[src/rtl/uart_tx_fifo_if.sv]
// uart_tx_fifo_if: processor write port, status flags and transmitter
// handshake for uart_tx_fifo. The slave modport is the FIFO side.
// The i_cts_n signal exists only when UART_TX_FIFO_CTS_EN is defined.
interface uart_tx_fifo_if #(
   parameter int DEPTH = 16
);
   localparam int PTR_W = $clog2(DEPTH);

   logic             i_wr_en;
   logic [7:0]       i_wr_data;
   logic             i_clr_overflow;
   logic             o_full;
   logic             o_empty;
   logic [PTR_W:0]   o_count;
   logic             o_overflow;
   logic [7:0]       o_tx_data;
   logic             o_tx_start;
   logic             i_tx_busy;
   logic             i_tx_done;
`ifdef UART_TX_FIFO_CTS_EN
   logic             i_cts_n;

   modport slave (
      input  i_wr_en, i_wr_data, i_clr_overflow, i_tx_busy, i_tx_done, i_cts_n,
      output o_full, o_empty, o_count, o_overflow, o_tx_data, o_tx_start
   );

   modport master (
      output i_wr_en, i_wr_data, i_clr_overflow, i_tx_busy, i_tx_done, i_cts_n,
      input  o_full, o_empty, o_count, o_overflow, o_tx_data, o_tx_start
   );
`else
   modport slave (
      input  i_wr_en, i_wr_data, i_clr_overflow, i_tx_busy, i_tx_done,
      output o_full, o_empty, o_count, o_overflow, o_tx_data, o_tx_start
   );

   modport master (
      output i_wr_en, i_wr_data, i_clr_overflow, i_tx_busy, i_tx_done,
      input  o_full, o_empty, o_count, o_overflow, o_tx_data, o_tx_start
   );
`endif
endinterface

[src/rtl/uart_tx_fifo.sv]
// uart_tx_fifo: circular byte FIFO feeding a UART transmitter. Bytes are
// launched one at a time with a single-cycle start pulse, then the drain
// FSM waits for the transmitter's busy/done handshake before the next one.
// Optional flow control: define UART_TX_FIFO_CTS_EN to add the i_cts_n
// input (active-low, 2-flop synchronised) gating new launches.
//
// state    | meaning
// D_IDLE   | no byte in flight; launch when data present, tx idle, allowed
// D_LAUNCH | start pulse issued this cycle; waiting for tx busy
// D_WAIT   | transmitter busy with the byte; waiting for done pulse
module uart_tx_fifo #(
   parameter int DEPTH = 16
) (
   input logic          i_clk,
   input logic          i_rst,
   uart_tx_fifo_if.slave bus
);
   localparam int PTR_W = $clog2(DEPTH);
   localparam logic [PTR_W-1:0] PTR_ONE  = 1;
   localparam logic [PTR_W:0]   CNT_ONE  = 1;
   localparam logic [PTR_W:0]   CNT_FULL = (PTR_W+1)'(DEPTH);

   typedef enum logic [1:0] {
      D_IDLE   = 2'd0,
      D_LAUNCH = 2'd1,
      D_WAIT   = 2'd2
   } drain_state_t;

   drain_state_t     state;
   drain_state_t     state_nxt;

   logic [7:0]       mem [DEPTH];
   logic [PTR_W-1:0] wr_ptr;
   logic [PTR_W-1:0] rd_ptr;
   logic [PTR_W:0]   count;
   logic             overflow;
   logic             tx_start;
   logic [7:0]       tx_data;

   logic             full;
   logic             empty;
   logic             wr_ok;
   logic             wr_rej;
   logic             pop;
   logic             launch_ok;

   assign full   = (count == CNT_FULL);
   assign empty  = (count == '0);
   assign wr_ok  = bus.i_wr_en & ~full;
   assign wr_rej = bus.i_wr_en & full;

`ifdef UART_TX_FIFO_CTS_EN
   logic cts_n_meta;
   logic cts_n_sync;

   // Bring the asynchronous clear-to-send into the clock domain; idle high
   // so nothing launches until the far end actually grants.
   always_ff @(posedge i_clk) begin
      if (i_rst) begin
         cts_n_meta <= 1'b1;
         cts_n_sync <= 1'b1;
      end else begin
         cts_n_meta <= bus.i_cts_n;
         cts_n_sync <= cts_n_meta;
      end
   end

   assign launch_ok = ~cts_n_sync;
`else
   assign launch_ok = 1'b1;
`endif

   // Drain FSM state register.
   always_ff @(posedge i_clk) begin
      if (i_rst) state <= D_IDLE;
      else       state <= state_nxt;
   end

   // Drain FSM next state; pop marks the cycle a byte is taken for launch.
   always_comb begin
      state_nxt = state;
      pop       = 1'b0;
      case (state)
         D_IDLE: begin
            if (!empty && !bus.i_tx_busy && launch_ok) begin
               pop       = 1'b1;
               state_nxt = D_LAUNCH;
            end
         end
         D_LAUNCH: begin
            if (bus.i_tx_busy) state_nxt = D_WAIT;
         end
         D_WAIT: begin
            if (bus.i_tx_done) state_nxt = D_IDLE;
         end
         default: state_nxt = D_IDLE;
      endcase
   end

   // Storage array; contents need no reset since count gates every read.
   always_ff @(posedge i_clk) begin
      if (wr_ok) mem[wr_ptr] <= bus.i_wr_data;
   end

   // Pointers, occupancy, sticky overflow and registered launch outputs.
   always_ff @(posedge i_clk) begin
      if (i_rst) begin
         wr_ptr   <= '0;
         rd_ptr   <= '0;
         count    <= '0;
         overflow <= 1'b0;
         tx_start <= 1'b0;
         tx_data  <= 8'h00;
      end else begin
         if (wr_ok) wr_ptr <= wr_ptr + PTR_ONE;
         if (pop)   rd_ptr <= rd_ptr + PTR_ONE;
         case ({wr_ok, pop})
            2'b10:   count <= count + CNT_ONE;
            2'b01:   count <= count - CNT_ONE;
            default: count <= count;
         endcase
         // A fresh overflow outranks a clear in the same cycle.
         if (wr_rej)                  overflow <= 1'b1;
         else if (bus.i_clr_overflow) overflow <= 1'b0;
         tx_start <= pop;
         if (pop) tx_data <= mem[rd_ptr];
      end
   end

   assign bus.o_full     = full;
   assign bus.o_empty    = empty;
   assign bus.o_count    = count;
   assign bus.o_overflow = overflow;
   assign bus.o_tx_start = tx_start;
   assign bus.o_tx_data  = tx_data;
endmodule

[src/flat_wrapper.sv]
// flat-port wrapper written by rule: the top's interface ports become plain ports
module uart_tx_fifo_flat 
#(
   parameter int DEPTH = 16
)
  (i_clk, i_rst, bus_i_wr_en, bus_i_wr_data, bus_i_clr_overflow, bus_i_tx_busy, bus_i_tx_done, bus_o_full, bus_o_empty, bus_o_count, bus_o_overflow, bus_o_tx_data, bus_o_tx_start);
  uart_tx_fifo_if #(.DEPTH(DEPTH)) bus_i ();
  input logic i_clk;
  input logic i_rst;
  input wire logic [$bits(bus_i.i_wr_en)-1:0] bus_i_wr_en;
  input wire logic [$bits(bus_i.i_wr_data)-1:0] bus_i_wr_data;
  input wire logic [$bits(bus_i.i_clr_overflow)-1:0] bus_i_clr_overflow;
  input wire logic [$bits(bus_i.i_tx_busy)-1:0] bus_i_tx_busy;
  input wire logic [$bits(bus_i.i_tx_done)-1:0] bus_i_tx_done;
  output wire logic [$bits(bus_i.o_full)-1:0] bus_o_full;
  output wire logic [$bits(bus_i.o_empty)-1:0] bus_o_empty;
  output wire logic [$bits(bus_i.o_count)-1:0] bus_o_count;
  output wire logic [$bits(bus_i.o_overflow)-1:0] bus_o_overflow;
  output wire logic [$bits(bus_i.o_tx_data)-1:0] bus_o_tx_data;
  output wire logic [$bits(bus_i.o_tx_start)-1:0] bus_o_tx_start;
  assign bus_i.i_wr_en = bus_i_wr_en;
  assign bus_i.i_wr_data = bus_i_wr_data;
  assign bus_i.i_clr_overflow = bus_i_clr_overflow;
  assign bus_i.i_tx_busy = bus_i_tx_busy;
  assign bus_i.i_tx_done = bus_i_tx_done;
  assign bus_o_full = bus_i.o_full;
  assign bus_o_empty = bus_i.o_empty;
  assign bus_o_count = bus_i.o_count;
  assign bus_o_overflow = bus_i.o_overflow;
  assign bus_o_tx_data = bus_i.o_tx_data;
  assign bus_o_tx_start = bus_i.o_tx_start;
  uart_tx_fifo #(.DEPTH(DEPTH)) u_core (.i_clk(i_clk), .i_rst(i_rst), .bus(bus_i));
endmodule
[config.mk]
export PLATFORM = sky130hd
export DESIGN_NAME = uart_tx_fifo_flat
export DESIGN_NICKNAME = d
export VERILOG_FILES = /design/src/rtl/uart_tx_fifo_if.sv /design/src/rtl/uart_tx_fifo.sv /design/src/flat_wrapper.sv
export SDC_FILE = /design/constraint.sdc
export NUM_CORES = 1
export LEC_CHECK = 0
export BUFFER_PORTS_ARGS = -buffer_cell sky130_fd_sc_hd__buf_2
export CAP_MARGIN = 20
export CORE_ASPECT_RATIO = 1.5
export CORE_MARGIN = 3
export CORE_UTILIZATION = 45
export CTS_CLUSTER_DIAMETER = 120
export DETAILED_ROUTE_END_ITERATION = 12
export PLACE_DENSITY = 0.69
export SKIP_LAST_GASP = 1
export SLEW_MARGIN = 30
export SYNTH_ARGS = -nofsm -noshare
export SYNTH_HDL_FRONTEND = slang
export SYNTH_SLANG_ARGS = --single-unit
[constraint.sdc]
create_clock -name i_clk -period 7 [get_ports i_clk]
set_clock_uncertainty 0.1 [all_clocks]
set_input_delay 1.05 -clock i_clk [delete_from_list [all_inputs] [get_ports i_clk]]
set_output_delay 1.05 -clock i_clk [all_outputs]
set_load 0.05 [all_outputs]
==> flow_summary.yaml, run 1 <==
synthesis:
  yosys-top-cells-area: "edfxtp_1 (63%), mux2i_1 (9.3%), dfxtp_1 (8.2%), o22ai_1 (2.9%), nor2_1 (2.5%)"
  yosysTopAreaCell: "edfxtp_1"
  synth_nets: 424
  synth_edf_count: 128
  syn_avg_cell_area_um2: 15.2
  syn_area_mm2: 0.00611
  synth_ff_type: "edfxtp_1"
  synth_cells: 402
  yosysSeqAreaShare_pct: 71.1
  synth_top_area_share_pct: 62.9
  synthDistinctLibCells: 41
  async_reset_ff_share_pct: 0
  synth_commonest_cells: "edfxtp_1 (128), mux2i_1 (57), nor2_1 (41)"
  yosysWarningCount: 0
  ys_ff_latch: 153
  synthMostInstantiatedCell: "edfxtp_1"
drt:
  drt-pass1-iter-count: 4
  vias: 3346
  ant_nets: 0
  drt_iter0_drc: 190
  viasPerCell: 5.56
  wl_per_cell_um: 20.6
  drt-total-wl_um: 12400
  drc_errors: 0
timing:
  final_min_period_over_clock_period_pct: 49.1
  fmax_ghz: 0.291
  finalSetupViolCount: 0
  fin_tns_setup_ns: 0
  rsz0062_at_grt: "false"
  slew_headroom_pct: 46.2
  tightest_slew_ns: 0.804
  worst_slack_ns: 3.56
  slew_viol_final: 0
  period_minus_slack_ns: 3.44
  final_hold_viol_count: 0
grt:
  grt_overflow: 0
  grt_max_degree: 37
  grt_pass1_vias: 3397
  track_usage_pct: 17.6
  antenna_found_initial: 0
  grt_pass1_wl_um: 19200
hold_path:
  hp-class: "flop to flop"
cts:
  cts_htree_levels: 4
  cts_hold_buffers: 0
  clock-sinks: 153
  numCtsBuffers: 17
  clk_latency_ns: 0.42
  cts-resized-gates: 0
  cts_setup_buffers: 0
  clk_pin_slew_ns: 0.07
  cts-root-buf: "clkbuf_16"
  clock_path_buffers: 2
  cts_tree: "yes"
floorplan:
  die_x_um: 101
  initial_utilization_pct: 46.5
  placementRows: 51
  die_area_mm2: 0.0150
  coreArea_mm2: 0.0131
  boundaryPins: 31
  fp.dieH_um: 149
layout:
  area_growth_pct: 14.2
  fin_cells: 602
  fill_cells: 1043
  drive_gt1_share_pct: 17.6
  diodes: 0
  nNetsFinal: 452
placed_design:
  place.gp.congestion: 0.879
  dp.cells: 570
  hpwl_um: 8390
  io_buffer_count: 30
  place_ws_ns: 3.17
pwr:
  ir_drop_mv: 0.194
  power_frac_seq_pct: 45.0
  switching_share_pct: 30.0
  p_total_w: 0.00243
  power_switching_w: 0.000730
  power.density_mw_per_mm2: 348
  p_comb_share_pct: 18.7
  pwr-share-clk_pct: 36.3
  p_int_w: 0.00170
  leakage_nw: 2.28
critical_path:
  crit_type: "primary input to flop"
  required_ns: 7.20
  crit_fanout: 21
  setup.worst_path.start_class: "primary input"
  worst-endpoint-arrival_ns: 3.64
  end_kind: "flop"
run:
  max-cap-violations: 0
status:
  outcome: "finished, final reports clean"
## cells in the final DEF, fill, tap and decap left out, types with 3 or more instances in the layout
cell | netlist | routed
dfxtp_1 | 25 | 24
mux4_2 | 5 | 5
o22ai_1 | 28 | 28
clkinv_4 | 0 | 4
nand3b_1 | 3 | 3
nor4_1 | 8 | 8
ha_1 | 8 | 8
buf_2 | 8 | 30
nor3_2 | 0 | 4
inv_1 | 7 | 7
a211oi_1 | 7 | 7
xor2_1 | 7 | 7
nand2b_1 | 3 | 3
clkbuf_16 | 0 | 17
xnor2_1 | 3 | 3
mux2i_1 | 57 | 57
nor2_1 | 41 | 41
a21oi_1 | 9 | 9
nand2_1 | 13 | 13
clkinv_2 | 0 | 4
edfxtp_1 | 128 | 128
o21ai_0 | 3 | 3
## state kept, by name, summed over array words and instances (netlist names)
| register | count |
|---|---|
| u_core.bus.o_count | 5 |
| u_core.bus.o_overflow | 1 |
| u_core.bus.o_tx_data | 8 |
| u_core.bus.o_tx_start | 1 |
| u_core.mem | 128 |
| u_core.rd_ptr | 4 |
| u_core.state | 2 |
| u_core.wr_ptr | 4 |
## power groups by stage
stage | Clock, W | Combinational (W) | Sequential (W)
2_1_floorplan | 0 | 0.000248 | 0.00120
3_3_place_gp | 0 | 0.000444 | 0.00111
3_5_place_dp | 0 | 0.000457 | 0.00111
4_1_cts | 0.000891 | 0.000458 | 0.00109
5_1_grt | 0.000934 | 0.000493 | 0.00110
6_report | 0.000882 | 0.000454 | 0.00110
## cell type report
class / instances / area, um2 / share of cell area (%)
clock buffers: 17 / 425 / 6.10
flip-flops and latches: 153 / 4350 / 62.3
clock inverters: 15 / 151 / 2.17
repair buffers: 31 / 178 / 2.55
inverters: 8 / 30.0 / 0.430
well taps: 159 / 199 / 2.85
multi-input cells: 219 / 1650 / 23.6
## logic make-up after synthesis
| group | synth area share [%] |
|---|---|
| muxes | 11.4 |
| buffers and inverters | 2.31 |
| and+or+nand+nor | 6.57 |
| DFF | 71.1 |
| adders and majority gates | 1.64 |
| xor gates and xnor gates | 1.43 |
| AOI/OAI and AO/OA | 5.61 |
## metal layers
metal | vias to the layer above | global-route usage (%) | share of wire, % | routed length, um
li1 | 1600 | - | - | -
met1 | 1638 | 20.0 | 39 | 4790
met2 | 75 | 31.5 | 55 | 6770
met3 | 33 | 3.51 | 3.5 | 438
met4 | 0 | 7.58 | 3.2 | 393
met5 | - | 0 | 0 | 0
## stage by stage
step | utilization (%) | instance area [um2] | hold WS (ns)
after floorplan | - | 6110 | 0.354
after global placement | 48.3 | 6350 | 0.351
after detailed placement | 48.7 | 6400 | 0.354
after CTS | 53.1 | 6980 | 0.363
after global routing | 53.1 | 6980 | 0.411
final | 53.1 | 6980 | 0.361
## worst paths after layout
kind / slack, ns / depth (start not counted) / end / startpoint
min: 0.36 / 2 / u_core.bus.o_tx_data[6]$_SDFFE_PP0P_ / u_core.bus.o_tx_data[6]$_SDFFE_PP0P_
min reg2reg: 0.36 / 2 / u_core.bus.o_tx_data[6]$_SDFFE_PP0P_ / u_core.bus.o_tx_data[6]$_SDFFE_PP0P_
max: 3.56 / 11 / u_core.bus.o_count[4]$_SDFFE_PP0P_ / bus_i_tx_busy
max reg2reg: 3.57 / 12 / u_core.bus.o_count[4]$_SDFFE_PP0P_ / u_core.bus.o_count[2]$_SDFFE_PP0P_
## critical path: stages
cell	delay, ns
buf_2	0.11
or4_4	0.50
inv_2	0.28
ha_1	0.38
xor2_1	0.19
ha_1	0.18
a21oi_1	0.08
nor3b_1	0.23
o21ai_0	0.11
a21oi_1	0.18
mux2_2	0.34
Power figures use the tool's default switching activity.
==> run 2: changes to the inputs <==
--- a/config.mk
+++ b/config.mk
@@ -12,7 +12,7 @@
 export CORE_UTILIZATION = 45
 export CTS_CLUSTER_DIAMETER = 120
 export DETAILED_ROUTE_END_ITERATION = 12
-export PLACE_DENSITY = 0.69
+export PLACE_DENSITY = 0.71
 export SKIP_LAST_GASP = 1
 export SLEW_MARGIN = 30
 export SYNTH_ARGS = -nofsm -noshare
==> constraint.sdc (replaced) <==
create_clock -name i_clk -period 2.8 [get_ports i_clk]
set_clock_uncertainty 0.1 [all_clocks]
set_input_delay 0.42 -clock i_clk [delete_from_list [all_inputs] [get_ports i_clk]]
set_output_delay 0.42 -clock i_clk [all_outputs]
set_load 0.05 [all_outputs]
==> run 2 against run 1 <==
  * Sequential power rose by 150%
  * Flip-flop and latch count did not move
  * Wire length shrank 4.5%
  * Die area did not move
  * Critical endpoint unchanged
  * Worst setup slack lost 3.4 ns
  * Count of clock-buffer cells in the layout stayed put
  * Core utilization rose by 1.7 points
  * First-iteration DRC count up 23%
  * Global-route usage decreased by 0.92 points
  * Register-to-register slack got worse by 3.4 ns
==> flow_summary.yaml, run 2 (synthesis gave the netlist of run 1 again) <==
status:
  outcome: "finished, final reports clean"
cts:
  numCtsBuffers: 17
  cts-root-buf: "clkbuf_16"
  clock_path_buffers: 2
  clock-sinks: 153
  cts_tree: "yes"
  clk_latency_ns: 0.42
  clk_pin_slew_ns: 0.06
  cts_htree_levels: 4
layout:
  final_cell_mix: "edfxtp_1 (128), mux2i_1 (57), nor2_1 (41)"
  diodes: 0
  nNetsFinal: 480
  post-route-util_pct: 54.8
  drive_gt1_share_pct: 23.6
  largest_register_ffs: 128
  largest_register: "u_core.mem"
  final_cell_area_mm2: 0.00720
  area_growth_pct: 17.8
  final_common_cell: "edfxtp_1"
timing:
  tightest_slew_ns: 0.598
  final_hold_viol_count: 0
  finalSetupViolCount: 0
  final_min_period_over_clock_period_pct: 95.1
  slew_viol_final: 0
  fmax_ghz: 0.376
  slew_headroom_pct: 59.7
  rsz0062_at_grt: "false"
  period_minus_slack_ns: 2.66
pwr:
  ir_drop_mv: 0.418
  power.density_mw_per_mm2: 849
  leakage_nw: 2.41
floorplan:
  die_x_um: 101
  fp.dieH_um: 149
  placementRows: 51
  boundaryPins: 31
  initial_utilization_pct: 46.5
  die_area_mm2: 0.0150
  coreArea_mm2: 0.0131
critical_path:
  worst-endpoint-arrival_ns: 2.87
  r2r_slack_ns: 0.14
  setup.worst_path.start_class: "flop"
  end_kind: "flop"
  crit_type: "flop to flop"
  required_ns: 3.00
  crit_fanout: 4
placed_design:
  hpwl_um: 8290
  io_buffer_count: 30
  placed_area_mm2: 0.00659
  place.gp.congestion: 0.824
drt:
  wl_per_cell_um: 18.8
  drt-pass1-iter-count: 6
  drt_iter0_drc: 234
  ant_nets: 0
  drc_errors: 0
  drt-total-wl_um: 11800
  viasPerCell: 5.46
  vias: 3440
run:
  max-cap-violations: 0
grt:
  grt_overflow: 0
  grt_max_degree: 30
  grt_pass1_vias: 3420
  antenna_found_initial: 0
  track_usage_pct: 16.7
  grt_pass1_wl_um: 18300
hold_path:
  hp-class: "primary input to flop"
-- run 2: cell types whose count changed in the layout (fill, tap and decap cells not counted), sizes merged --
cell / before / now
clkinv: 9 / 4
buf: 31 / 59
inv: 10 / 16
bufinv: 2 / 1
-- run 2: cell type report --
cell class,instances,area (um2)
Sequential cell,153,4360
Tap cell,159,199
Inverter,8,32.5
Fill cell,1032,5940
Multi-Input combinational cell,219,1660
Clock buffer,17,425
Clock inverter,15,140
Timing Repair Buffer,59,380
-- run 2: per-layer routing --
layer	vias to the layer above	part of all wire (%)	track usage, %
met1	1709	38	18.2
met3	11	3.6	4.26
met5	-	0	0
met2	69	57	30.5
li1	1651	-	-
met4	0	1.5	6.12
-- run 2: final timing paths --
check                                                          start                                   end  cells past startpoint
worst max-delay path              u_core.bus.o_count[2]$_SDFFE_PP0P_    u_core.bus.o_count[4]$_SDFFE_PP0P_                     12
worst min-delay path                                   bus_i_tx_busy          u_core.state[0]$_SDFFE_PP0P_                      2
worst max register to register    u_core.bus.o_count[2]$_SDFFE_PP0P_    u_core.bus.o_count[4]$_SDFFE_PP0P_                     12
worst min register to register  u_core.bus.o_tx_data[6]$_SDFFE_PP0P_  u_core.bus.o_tx_data[6]$_SDFFE_PP0P_                      2
-- run 2: report_power, final --
| part | internal, W | leakage, nW | switching, W |
|---|---|---|---|
| clock | 0.00124 | 0.275 | 0.000915 |
| sequential | 0.00262 | 1.36 | 0.0000961 |
| combinational | 0.000408 | 0.766 | 0.000835 |
-- run 2: critical path, cell delays in order, from the launching register on --
cell     delay, ns
dfxtp_4       0.37
nor4_4        0.05
and2_4        0.14
or4_4         0.46
inv_4         0.10
ha_4          0.14
xor2_1        0.15
ha_2          0.19
a21oi_2       0.05
nor3b_1       0.17
o21ai_0       0.09
a21oi_1       0.18
mux2_2        0.35
-- run 2: what timing repair did --
action	4_1_cts	5_1_grt
buffers inserted	0	6
hold buffers	0	0
setup endpoints to repair	0	1
gates resized for setup	0	2
-- run 2: through the flow --
stage | hold slack, ns | std cells | setup WS [ns] | TNS (ns) | total power, W
after CTS | 0.0968 | 624 | 0.0884 | 0 | 0.00612
after global placement | 0.351 | 592 | 0.103 | 0 | 0.00393
after floorplan | 0.354 | 402 | -0.243 | -0.309 | 0.00370
after global routing | 0.107 | 630 | 0.00104 | 0 | 0.00638
after detailed placement | 0.353 | 592 | 0.103 | 0 | 0.00397
final | 0.110 | 630 | 0.138 | 0 | 0.00612
